$ cat src/rtl/matmul_sequencer.sv
// Address/control sequencer for an NxN matrix multiply C = A*B.
// Issues operand reads in i/j/k loop order and pipelines MAC and write-back strobes.
module matmul_sequencer #(
    parameter int  N  = 4,
    localparam int IW = $clog2(N),
    localparam int AW = 2 * IW
) (
    input  logic          clk,
    input  logic          rst,
    input  logic          start,
    input  logic          clr,
    input  logic          pause,
    output logic          rd_en,
    output logic [AW-1:0] a_addr,
    output logic [AW-1:0] b_addr,
    output logic          mac_en,
    output logic          mac_first,
    output logic          wr_en,
    output logic [AW-1:0] wr_addr,
    output logic          busy,
    output logic          done
);

    typedef enum logic [1:0] {IDLE, ISSUE, DRAIN, DONE} state_t;

    state_t          state;
    logic [IW-1:0]   i_q, j_q, k_q;
    logic            s1_valid, s1_first, s1_last;
    logic [AW-1:0]   s1_addr;
    logic            wr_q;
    logic [AW-1:0]   wr_addr_q;
    logic            issue_fire;
    logic            last_issue;

    assign issue_fire = (state == ISSUE) && !pause;
    assign last_issue = issue_fire && (i_q == '1) && (j_q == '1) && (k_q == '1);

    // NOTE: every output is assigned on every path through this block, so no latch is inferred.
    always_comb begin
        rd_en  = issue_fire;
        a_addr = '0;
        b_addr = '0;
        if (state == ISSUE) begin
            a_addr = {i_q, k_q};
            b_addr = {k_q, j_q};
        end
    end

    assign mac_en    = s1_valid;
    assign mac_first = s1_valid && s1_first;
    assign wr_en     = wr_q;
    assign wr_addr   = wr_addr_q;
    assign busy      = (state != IDLE);
    assign done      = (state == DONE);

    // NOTE: state is updated with non-blocking assignments so every register sees pre-edge values.
    always_ff @(posedge clk or posedge rst) begin
        if (rst) begin
            state     <= IDLE;
            i_q       <= '0;
            j_q       <= '0;
            k_q       <= '0;
            s1_valid  <= 1'b0;
            s1_first  <= 1'b0;
            s1_last   <= 1'b0;
            s1_addr   <= '0;
            wr_q      <= 1'b0;
            wr_addr_q <= '0;
        end else if (clr) begin
            state     <= IDLE;
            i_q       <= '0;
            j_q       <= '0;
            k_q       <= '0;
            s1_valid  <= 1'b0;
            s1_first  <= 1'b0;
            s1_last   <= 1'b0;
            s1_addr   <= '0;
            wr_q      <= 1'b0;
            wr_addr_q <= '0;
        end else begin
            // Two-stage strobe pipeline drains every cycle; pause only creates a bubble.
            s1_valid  <= issue_fire;
            s1_first  <= issue_fire && (k_q == '0);
            s1_last   <= issue_fire && (k_q == '1);
            s1_addr   <= {i_q, j_q};
            wr_q      <= s1_valid && s1_last;
            wr_addr_q <= (s1_valid && s1_last) ? s1_addr : '0;

            case (state)
                IDLE: begin
                    if (start) begin
                        state <= ISSUE;
                        i_q   <= '0;
                        j_q   <= '0;
                        k_q   <= '0;
                    end
                end
                ISSUE: begin
                    if (issue_fire) begin
                        k_q <= k_q + 1'b1;
                        if (k_q == '1) begin
                            j_q <= j_q + 1'b1;
                            if (j_q == '1) begin
                                i_q <= i_q + 1'b1;
                            end
                        end
                        if (last_issue) begin
                            state <= DRAIN;
                        end
                    end
                end
                DRAIN: begin
                    // Stage 1 empty means the final write is on the outputs now.
                    if (!s1_valid) begin
                        state <= DONE;
                    end
                end
                DONE: begin
                    state <= IDLE;
                end
                default: begin
                    state <= IDLE;
                end
            endcase
        end
    end

endmodule

$ cat config.mk
export PLATFORM = sky130hd
export DESIGN_NAME = matmul_sequencer
export DESIGN_NICKNAME = d
export VERILOG_FILES = /design/src/rtl/matmul_sequencer.sv
export SDC_FILE = /design/constraint.sdc
export NUM_CORES = 1
export LEC_CHECK = 0
export ABC_AREA = 0
export CELL_PAD_IN_SITES_DETAIL_PLACEMENT = 0
export CELL_PAD_IN_SITES_GLOBAL_PLACEMENT = 2
export CORE_UTILIZATION = 28
export CTS_CLUSTER_DIAMETER = 100
export DETAILED_ROUTE_END_ITERATION = 7
export PLACE_DENSITY_LB_ADDON = 0.25
export REMOVE_ABC_BUFFERS = 1
export SETUP_SLACK_MARGIN = 0.05
export SLEW_MARGIN = 10
export SYNTH_ARGS = -nofsm -noshare
export SYNTH_HDL_FRONTEND = slang
export SYNTH_SLANG_ARGS = --single-unit
$ cat constraint.sdc
create_clock -name clk -period 1.75 [get_ports clk]
set_clock_uncertainty 0.2 [all_clocks]
set_input_delay 0.175 -clock clk [delete_from_list [all_inputs] [get_ports clk]]
set_output_delay 0.175 -clock clk [all_outputs]
set_load 0.05 [all_outputs]
==> metrics.cfg <==
[floorplan]
dieArea_um2 = 4020
io_pins = 23
die-width_um = 63.4
start_util = 0.304
rows = 21
die_h_um = 63.4
core_um2 = 3470

[sta]
hold_violations = 0
setup_viol = 0
fin_crit_ps = 1720
tightestPinTransition_ps = 320
timing.fmax_mhz = 583
whs_ps = 55.9
drv_slew = 0
period_share = 0.981
rsz0062_at_grt = yes
slew_headroom = 0.786
tns_ps = 0

[global_routing]
grt_pass1_vias = 800
track_usage = 0.118
grt_pass1_wl_um = 3680
grt_overflow = 0
grt_antenna_before_repair = 0
grt_start_max_net_pins = 21

[finish]
syn2layout_area_growth_pct = 56.9
n_fill_cell = 347
fin_util = 0.477
nets = 147
final_cell_area_um2 = 1660
layout-drive-gt1-share = 0.474
fin_cells = 179
n_antenna_cell = 0

[worst_setup_path]
crit_path_end = b_addr[0]
path_max_fanout = 7
critPathLaunch = state[1]
crit_required_ps = 1370
timing.rr.start = state[1]
cp_cell_sequence = inv_2 -> ha_4 -> buf_4 -> and2_4 -> buf_12
r2r_slack_ps = 50
start_kind = flip-flop
cp-end-kind = output pin
arrival_ps = 1340
ff2ff_path_depth = 5
setup.worst_path.class = flip-flop to output pin
slowest_stage = dfrtp_1
cpPeakStageDelay_ps = 400
rr_endpoint = state[0]

[drt]
vias = 797
wirelength_um = 2130
drtPass1Iterations = 4
wire_per_inst_um = 11.9
drc = 0
first_iter_violations = 14
drtAntennaViolNets = 0
vias_per_cell = 4.45

[clock_network]
path_clk_slew_ps = 70
cts_tree = built
htree_levels = 1
root_buffer = clkbuf_8
cts.sinks = 20
clockBufferDepth = 2
insertion_delay_ps = 250
cts_made_buffers = 3

[pwr]
ir_drop_v = 0.000865
p_per_area_nw_per_um2 = 1010
cellLeakagePower_nw = 0.790

[min_path]
hold_path_class = primary input to asynchronous set/reset pin

[run]
drv_cap = 0

[yosys]
syn_area_um2 = 1050
syn_inst = 95
synth.ff_latch_count = 20
avgSynthCellArea_um2 = 11.1
ys_types = 30
seq_area_frac_synth = 0.474
yosys_warnings = 0

[place]
placed_area_um2 = 1490
dp_cells = 170
dpl.hpwl_um = 1630
gp_congestion = 0.760
io_buffers = 22

[outcome]
outcome = finished clean

[Yosys cell counts]
master | number | share of area
nand2b_1 | 1 | 0.0059
o31ai_1 | 2 | 0.014
and3_1 | 1 | 0.0059
nand3b_1 | 1 | 0.0071
o211ai_1 | 2 | 0.014
and2_1 | 12 | 0.071
o32ai_1 | 2 | 0.017
and4bb_2 | 1 | 0.012
nand2_1 | 6 | 0.021
and2b_1 | 2 | 0.014
a2111oi_4 | 1 | 0.026
inv_1 | 10 | 0.036
nand3_1 | 2 | 0.0095
clkbuf_1 | 1 | 0.0036
mux2i_1 | 3 | 0.028
and2_2 | 3 | 0.021
ha_1 | 8 | 0.095
o21bai_4 | 1 | 0.018
inv_2 | 1 | 0.0036
o21ai_0 | 3 | 0.014
nand4_1 | 1 | 0.0059
dfrtp_1 | 20 | 0.47
a21oi_1 | 1 | 0.0047
nand2_2 | 1 | 0.0059
a41oi_1 | 1 | 0.0083
nor3b_4 | 1 | 0.018
buf_4 | 3 | 0.021
nor2b_1 | 1 | 0.0059
a21boi_2 | 1 | 0.011
nor2_1 | 2 | 0.0071
[per-stage QoR]
| step | power [mW] | setup WS (ps) |
|---|---|---|
| detailed placement | 1.19 | -133 |
| global placement | 1.19 | -98.4 |
| floorplan | 0.891 | -243 |
| finish | 1.67 | 34.0 |
| CTS | 1.62 | 15.6 |
| global route | 1.77 | -9.57 |
[per-layer routing]
metal,share of wire,routed length [µm],track usage
met5,0,0,0
met4,0.021,44,0.0597
met3,0.025,54,0.0109
met2,0.49,1030,0.189
met1,0.47,994,0.157
[worst max-delay path: cells and delay by family (launching register included)]
family        cells  cell delay, ps
buf+inv           3             350
flops             1             400
simple gates      1             150
fa+ha+maj         1             180
[power by group]
part | leakage (nW) | total, mW | switching, mW | internal, mW
combinational | 0.485 | 0.810 | 0.386 | 0.424
clock | 0.0288 | 0.342 | 0.143 | 0.200
sequential | 0.276 | 0.517 | 0.0269 | 0.490
total | 0.790 | 1.67 | 0.555 | 1.11
[what timing repair did]
action / 4_1_cts / 5_1_grt
endpoints found under the hold margin: 0 / 0
gates resized for setup: 16 / 6
pin swaps: 3 / 2
buffers inserted: 1 / 4
hold buffers: 0 / 0
setup endpoints to repair: 17 / 17
[cell type report]
type	instances	area (µm²)	area share
Clock buffer	4	55.1	0.0333
Tap cell	46	57.6	0.0348
Timing Repair Buffer	38	453	0.274
Multi-Input combinational cell	60	547	0.330
Inverter	11	41.3	0.0249
Sequential cell	20	502	0.303
[how the worst min path moves through the flow]
stage	startpoint	to
finish	rst	wr_addr[1]
global route	rst	s1_first
CTS	rst	wr_addr[0]
detailed placement	s1_addr[0]	wr_addr[0]
global placement	s1_addr[1]	wr_addr[1]
floorplan	rst	i_q[0]
[placed cells by master (no fill, tap or decap), types with 2 or more instances in the layout]
cell type / instances
and2_2: 3
ha_2: 2
ha_4: 2
o21ai_0: 3
dfrtp_1: 19
inv_2: 3
clkdlybuf4s50_1: 4
o32ai_1: 2
mux2i_1: 2
and2b_1: 2
clkbuf_8: 4
nand3_1: 2
and2_1: 5
buf_4: 20
o211ai_1: 2
nor2_1: 2
o31ai_1: 2
buf_12: 12
buf_6: 2
inv_1: 8
and2_4: 7
nand2_1: 6
ha_1: 4
[cells by family after synthesis]
logic type / synth area share
muxes: 0.0285
DFF: 0.474
adders and majority gates: 0.0949
and+or+nand+nor: 0.211
buffers and inverters: 0.0641
AOI/OAI and AO/OA: 0.127
[state kept, by name (all words and copies together) (netlist names)]
register,count
s1_addr,4
state,2
s1_last,1
j_q,2
mac_en,1
wr_en,1
k_q,2
wr_addr,4
s1_first,1
i_q,2
Note: power is estimated with default switching activity, not from simulation.
